File: src/rtl/bcd_counter_ctrl.sv
// Wishbone-slave sequencer for the 4-digit BCD counter in the user area.
// Generates the counter's count-enable tick from a programmable prescaler,
// issues parallel-load and clear pulses, and watches the counter output for a
// programmable compare match (interrupt plus optional auto-reload).
//
// Ports
//   wb_clk_i, wb_rst_i      clock, synchronous active-high reset
//   wbs_*                   Wishbone slave (single-cycle ack, 6-register window)
//   cnt_value               counter BCD output {thousands,hundreds,tens,units}
//   cnt_reset               synchronous clear pulse to the counter
//   cnt_load/_value         one-cycle parallel-load pulse and BCD value (LOAD reg)
//   cnt_tick                one-cycle count-enable pulse
//   irq_o                   level interrupt = STATUS.match & CTRL.irq_en
module bcd_counter_ctrl #(
  parameter logic [31:0] BASE_ADDR    = 32'h3000_0000,
  parameter logic [31:0] ADDR_MASK    = 32'hFFFF_FFE0,
  parameter logic [15:0] PRESCALE_RST = 16'd0
) (
  input  logic        wb_clk_i,
  input  logic        wb_rst_i,
  input  logic        wbs_stb_i,
  input  logic        wbs_cyc_i,
  input  logic        wbs_we_i,
  input  logic [3:0]  wbs_sel_i,
  input  logic [31:0] wbs_adr_i,
  input  logic [31:0] wbs_dat_i,
  output logic        wbs_ack_o,
  output logic [31:0] wbs_dat_o,
  input  logic [15:0] cnt_value,
  output logic        cnt_reset,
  output logic        cnt_load,
  output logic [15:0] cnt_load_value,
  output logic        cnt_tick,
  output logic        irq_o
);

  localparam int unsigned DW = 32;
  localparam int unsigned CW = 16;

  typedef enum logic [1:0] {
    S_IDLE  = 2'd0,
    S_RUN   = 2'd1,
    S_LOAD  = 2'd2,
    S_CLEAR = 2'd3
  } state_t;

  state_t state, state_next;

  // Architectural registers
  logic          run, irq_en, auto_reload;
  logic [CW-1:0] load_reg, prescale_reg, compare_reg;
  logic          match, bcd_err;

  // Internal state and registered outputs
  logic [CW-1:0] presc;
  logic          sample_pend;
  logic          ack, load_q, reset_q, tick_q, irq_q;
  logic [DW-1:0] rdat_q;

  // Next-value and decode signals
  logic          hit, req, wr;
  logic [2:0]    idx;
  logic          wr_ctrl, wr_load, wr_presc, wr_cmp, wr_status;
  logic          load_go, clear_go, match_set, reload_evt, tick_fire, running;
  logic [CW-1:0] load_merged, cmp_merged, presc_merged;
  logic          run_d, irq_en_d, auto_d, match_d, err_d;
  logic [CW-1:0] load_d, cmp_d, prescale_d, presc_d;
  logic [DW-1:0] rdata;
  logic          unused_bits;

  // Byte-lane merge of a 16-bit register with write data
  function automatic logic [CW-1:0] merge16(input logic [CW-1:0] old_v,
                                            input logic [CW-1:0] new_v,
                                            input logic [1:0]    be);
    logic [CW-1:0] r;
    r = old_v;
    if (be[0]) r[7:0]  = new_v[7:0];
    if (be[1]) r[15:8] = new_v[15:8];
    return r;
  endfunction

  // True when every nibble is a legal decimal digit
  function automatic logic bcd_ok(input logic [CW-1:0] v);
    logic ok;
    ok = 1'b1;
    for (int i = 0; i < 4; i++) begin
      if (v[4*i +: 4] > 4'd9) ok = 1'b0;
    end
    return ok;
  endfunction

  // Bus decode; the !ack term guarantees exactly one ack per access
  assign hit       = (wbs_adr_i & ADDR_MASK) == BASE_ADDR;
  assign req       = wbs_stb_i & wbs_cyc_i & hit & ~ack;
  assign wr        = req & wbs_we_i;
  assign idx       = wbs_adr_i[4:2];
  assign wr_ctrl   = wr && (idx == 3'd0);
  assign wr_load   = wr && (idx == 3'd1);
  assign wr_presc  = wr && (idx == 3'd2);
  assign wr_cmp    = wr && (idx == 3'd3);
  assign wr_status = wr && (idx == 3'd5);

  assign load_go  = wr_ctrl & wbs_sel_i[1] & wbs_dat_i[8];
  assign clear_go = wr_ctrl & wbs_sel_i[1] & wbs_dat_i[9];

  assign load_merged  = merge16(load_reg,     wbs_dat_i[15:0], wbs_sel_i[1:0]);
  assign cmp_merged   = merge16(compare_reg,  wbs_dat_i[15:0], wbs_sel_i[1:0]);
  assign presc_merged = merge16(prescale_reg, wbs_dat_i[15:0], wbs_sel_i[1:0]);

  // Counter output is valid one cycle after each tick
  assign match_set  = sample_pend && (cnt_value == compare_reg);
  assign reload_evt = match_set & auto_reload;
  assign running    = (state != S_IDLE);

  assign unused_bits = ^{wbs_dat_i[31:16], wbs_sel_i[3:2], wbs_adr_i[1:0]};

  // Register file next values; a match set beats a same-cycle W1C
  always_comb begin
    run_d      = run;
    irq_en_d   = irq_en;
    auto_d     = auto_reload;
    load_d     = load_reg;
    cmp_d      = compare_reg;
    prescale_d = prescale_reg;
    match_d    = match;
    err_d      = bcd_err;
    if (wr_ctrl && wbs_sel_i[0]) begin
      run_d    = wbs_dat_i[0];
      irq_en_d = wbs_dat_i[1];
      auto_d   = wbs_dat_i[2];
    end
    if (wr_load) begin
      if (bcd_ok(load_merged)) load_d = load_merged;
      else                     err_d  = 1'b1;
    end
    if (wr_cmp) begin
      if (bcd_ok(cmp_merged)) cmp_d = cmp_merged;
      else                    err_d = 1'b1;
    end
    if (wr_presc) prescale_d = presc_merged;
    if (wr_status && wbs_sel_i[0]) begin
      if (wbs_dat_i[0]) match_d = 1'b0;
      if (wbs_dat_i[1]) err_d   = 1'b0;
    end
    if (match_set) match_d = 1'b1;
  end

  // Read mux
  always_comb begin
    rdata = '0;
    case (idx)
      3'd0:    rdata = DW'({auto_reload, irq_en, run});
      3'd1:    rdata = DW'(load_reg);
      3'd2:    rdata = DW'(prescale_reg);
      3'd3:    rdata = DW'(compare_reg);
      3'd4:    rdata = DW'(cnt_value);
      3'd5:    rdata = DW'({running, bcd_err, match});
      default: rdata = '0;
    endcase
  end

  // Next state and prescaler; priority clear > load > auto-reload > tick
  always_comb begin
    state_next = state;
    tick_fire  = 1'b0;
    if (clear_go) begin
      state_next = S_CLEAR;
    end else if (load_go || reload_evt) begin
      state_next = S_LOAD;
    end else begin
      state_next = run ? S_RUN : S_IDLE;
      tick_fire  = (state == S_RUN) && (presc == prescale_reg);
    end

    if (wr_presc || tick_fire || (state != S_RUN) || (state_next != S_RUN))
      presc_d = '0;
    else
      presc_d = presc + CW'(1);
  end

  // State register
  always_ff @(posedge wb_clk_i) begin
    if (wb_rst_i) state <= S_IDLE;
    else          state <= state_next;
  end

  // Registers and registered outputs
  always_ff @(posedge wb_clk_i) begin
    if (wb_rst_i) begin
      run          <= 1'b0;
      irq_en       <= 1'b0;
      auto_reload  <= 1'b0;
      load_reg     <= '0;
      prescale_reg <= PRESCALE_RST;
      compare_reg  <= '0;
      match        <= 1'b0;
      bcd_err      <= 1'b0;
      presc        <= '0;
      sample_pend  <= 1'b0;
      ack          <= 1'b0;
      rdat_q       <= '0;
      load_q       <= 1'b0;
      reset_q      <= 1'b1;
      tick_q       <= 1'b0;
      irq_q        <= 1'b0;
    end else begin
      run          <= run_d;
      irq_en       <= irq_en_d;
      auto_reload  <= auto_d;
      load_reg     <= load_d;
      prescale_reg <= prescale_d;
      compare_reg  <= cmp_d;
      match        <= match_d;
      bcd_err      <= err_d;
      presc        <= presc_d;
      sample_pend  <= tick_q;
      ack          <= req;
      rdat_q       <= (req && !wbs_we_i) ? rdata : '0;
      load_q       <= (state_next == S_LOAD);
      reset_q      <= (state_next == S_CLEAR);
      tick_q       <= tick_fire;
      irq_q        <= match_d & irq_en_d;
    end
  end

  assign wbs_ack_o      = ack;
  assign wbs_dat_o      = rdat_q;
  assign cnt_reset      = reset_q;
  assign cnt_load       = load_q;
  assign cnt_load_value = load_reg;
  assign cnt_tick       = tick_q;
  assign irq_o          = irq_q;

endmodule

File: config.mk
export PLATFORM = sky130hd
export DESIGN_NAME = bcd_counter_ctrl
export DESIGN_NICKNAME = d
export VERILOG_FILES = /design/src/rtl/bcd_counter_ctrl.sv
export SDC_FILE = /design/constraint.sdc
export NUM_CORES = 1
export LEC_CHECK = 0
export CAP_MARGIN = 20
export CORE_ASPECT_RATIO = 1.4
export CORE_UTILIZATION = 51
export CTS_BUF_LIST = sky130_fd_sc_hd__clkbuf_8 sky130_fd_sc_hd__clkbuf_16
export CTS_CLUSTER_DIAMETER = 120
export DETAILED_ROUTE_END_ITERATION = 7
export GPL_TIMING_DRIVEN = 1
export MAX_ROUTING_LAYER = met4
export PLACE_DENSITY = 0.94
export SLEW_MARGIN = 20
export SYNTH_ARGS = -nofsm -noshare
export SYNTH_HDL_FRONTEND = slang
export SYNTH_SLANG_ARGS = --single-unit
File: constraint.sdc
create_clock -name wb_clk_i -period 5.7 [get_ports wb_clk_i]
set_input_delay 1.14 -clock wb_clk_i [delete_from_list [all_inputs] [get_ports wb_clk_i]]
set_output_delay 1.14 -clock wb_clk_i [all_outputs]
set_load 0.1 [all_outputs]
==> reports/metrics.csv <==
stage;metric;value;unit
power_and_ir_drop;peakVddDrop;0.0002487;V
clock_network;worstSkewPairLatency;350;ps
synth;synth_cell_type_count;54;
drt;finalWirelength;13.60;mm
layout;stdcell_count;740;
clock_network;clock-root-buffer;clkbuf_16;
floorplan;num_rows;40;
timing;slew_headroom;30.72;%
synth;yosys_warnings;0;
layout;diodes;0;
critical_path;slowest_stage;clkdlybuf4s50_1;
power_and_ir_drop;p_leak;2.286;nW
synth;ys_ff_latch;93;
clock_network;cts.sinks;93;
clock_network;cts.path.max_buffers;2;
timing;period_needed;3957;ps
drt;drtAntennaViolNets;0;
global_routing;first_global_vias;4166;
timing;fin_crit_sh;69.41;%
critical_path;timing.rr.start;compare_reg[15];
timing;slew_viol_final;0;
place;dp_hpwl;10.13;mm
drt;drc;0;
drt;drtIter0Drc;505;
critical_path;worstPathCellList;clkdlybuf4s50_1 > buf_4 > nor3_1 > nor4b_1 > a41o_1 > or4_1 > nor2_1;
timing;hold_viol;0;
synth;syn_avg_cell_area;8.653;sq um
synth;syn_inst;533;
clock_network;cts_hold_buf;0;
layout;ff_latch_area;1862;sq um
drt;wire_per_inst;18.38;microns
timing;fmaxAchievable;252.7;MHz
synth;async_flop_share;0;%
synth;synth_edf_count;0;
critical_path;path_max_fanout;16;
run_status;status;completed;
synth;ys.flop_type;dfxtp_1;
global_routing;overflow;0;
power_and_ir_drop;p_total;0.001430;W
floorplan;core_area;8658;sq um
global_routing;grt_pass1_wl;21.33;mm
clock_network;cts-resized-gates;0;
global_routing;grtUsageTotal;31.42;%
timing;fin_setup_tns;0;ps
layout;drive_gt1_share;6.772;%
critical_path;required;5910;ps
global_routing;antenna_found_initial;0;
place;placedCellCount;724;
place;placed_area;5668;sq um
clock_network;htreeDepth;3;
critical_path;cp_num_buf_inv;2;
critical_path;path_class;in2reg;
layout;synthToLayoutAreaGrowth;29.63;%
timing;finalSetupViolCount;0;
drt;num_vias;4377;
drt;drtPass1Iterations;5;
worst_hold_path;hold_end;sample_pend;
timing;tightest_slew;1030;ps
drt;vias_per_cell;5.915;
clock_network;cts_tree;built;
clock_network;cts_setup_buffers;0;
floorplan;die-area;9433;sq um
timing;rsz0062_at_grt;no;
global_routing;grt_max_degree;63;
clock_network;cts-buffers-inserted;9;
critical_path;cp-end-kind;flip-flop;
floorplan;die_w;82.37;microns
timing;skew;5.829;ps
critical_path;rrSetupSlack;2780;ps
synth;syn_area;4612;sq um
synth;yosysSeqAreaShare;40.37;%
critical_path;cpLargestDelayFamily;simple AND/OR/NAND/NOR gates;
worst_hold_path;min_from;cnt_tick;
floorplan;ios;142;
layout;multi_input_area;2561;sq um
critical_path;rr_worst_depth;6;
floorplan;dieHeight;114.5;microns
layout;nNetsFinal;720;
worst_hold_path;hold_depth;1;
layout;n_fill_cell;659;
critical_path;slowest_delay;710;ps
power_and_ir_drop;cellPowerDensity;239.2;nW/um^2
critical_path;startpoint_type;input pin;
place;globalplace.congestion;0.9685;
worst_hold_path;hold_class;reg2reg;
critical_path;arrival;4170;ps
floorplan;floorplan.initialDensity;53.27;%
clock_network;clk_pin_slew;60;ps
layout;final_util;69.05;%
run;cap_viol_max_count;0;
layout;fin_area;5978;sq um
place;port_buffers;105;
critical_path;rr_endpoint;presc[3];
==> logic make-up (layout without fill, tap and decap cells) <==
| group | after synthesis | count (layout) | synth area share [%] |
|---|---|---|---|
| simple gates | 220 | 220 | 23.55 |
| flops | 93 | 93 | 40.37 |
| compound gates | 85 | 85 | 12.02 |
| xor+xnor | 46 | 46 | 8.736 |
| buf+inv | 45 | 132 | 5.317 |
| mux | 42 | 42 | 9.658 |
| fa+ha+maj | 1 | 1 | 0.2713 |
| other cells | 1 | 16 | 0.08131 |
==> per-stage QoR <==
step | setup slack (ps) | hold slack, ps
floorplan | 2867 | 442.0
global placement | 1752 | 464.6
detailed placement | 1519 | 471.9
CTS | 1838 | 483.6
global route | 1495 | 489.2
finish | 1743 | 478.6
==> routing by layer <==
layer	vias to the layer above	share of wire, %	GRT usage [%]
li1	2049	-	-
met1	2034	39	36.31
met2	246	50	49.86
met3	48	7.0	6.295
met4	0	4.7	17.66
met5	-	0	-
==> report_power, final <==
group | switching (W) | internal (W)
logic | 0.000104 | 0.0000593
clock network | 0.000252 | 0.000364
registers | 0.0000000904 | 0.000650
==> area by class of cell <==
| cell class | count | area share, % |
|---|---|---|
| tap | 105 | 2.198 |
| multi-input combinational | 410 | 42.84 |
| clock buffer | 11 | 4.228 |
| sequential | 93 | 31.14 |
| clock inverter | 5 | 0.9627 |
| timing repair buffer | 112 | 18.38 |
| inverter | 4 | 0.2512 |
==> worst max-delay path by stage <==
stage                            start        end  slack (ps)  cells past startpoint
after detailed placement  wbs_adr_i[2]   presc[3]        1520                      7
final                     wbs_adr_i[2]   presc[3]        1740                      7
after global placement    wbs_adr_i[2]  presc[14]        1750                      7
after global routing      wbs_adr_i[2]   presc[3]        1500                      7
after CTS                 wbs_adr_i[2]   presc[3]        1840                      7
after floorplan           wbs_adr_i[3]  presc[10]        2870                      8
==> cell usage after synthesis, drive strengths merged, types with 2 or more instances <==
cell type	instances	share of area (%)
mux2	10	2.4
nand2	45	3.7
a211oi	7	1.2
o2bb2ai	4	0.76
o21ai	10	1.1
nor2	83	6.8
clkbuf	18	1.5
xnor2	22	4.2
mux2i	31	6.7
and4	4	0.76
dfxtp	93	40
a21oi	31	3.4
buf	23	3.5
a22oi	13	2.1
nor2b	11	1.5
nand2b	5	0.68
nand4	10	1.4
nand3b	4	0.65
nor4	12	2.0
nor4bb	2	0.43
xor2	24	4.6
and3	3	0.41
nand3	26	2.8
nor3	4	0.43
a221oi	2	0.38
nor4b	3	0.84
a31oi	8	1.1
and2	2	0.27
inv	4	0.33
or2	2	0.27
==> cells in the final DEF, fill, tap and decap left out, types with 3 or more instances in the layout <==
cell / n
clkbuf_16: 9
conb_1: 16
nand3_1: 26
dfxtp_1: 93
nand2_1: 45
xnor2_1: 22
nand2b_1: 5
nor4_2: 3
and4_1: 4
a21oi_1: 31
o2bb2ai_1: 4
nor4_1: 9
and3_1: 3
a22oi_1: 13
a211oi_1: 6
mux2_2: 10
nor3_1: 4
buf_4: 7
xor2_1: 24
o21ai_0: 10
nor2_1: 83
inv_1: 4
clkdlybuf4s50_1: 104
mux2i_1: 31
nand3b_1: 4
a31oi_1: 8
nand4_1: 10
nor2b_1: 11
Note: power is estimated with default switching activity, not from simulation.
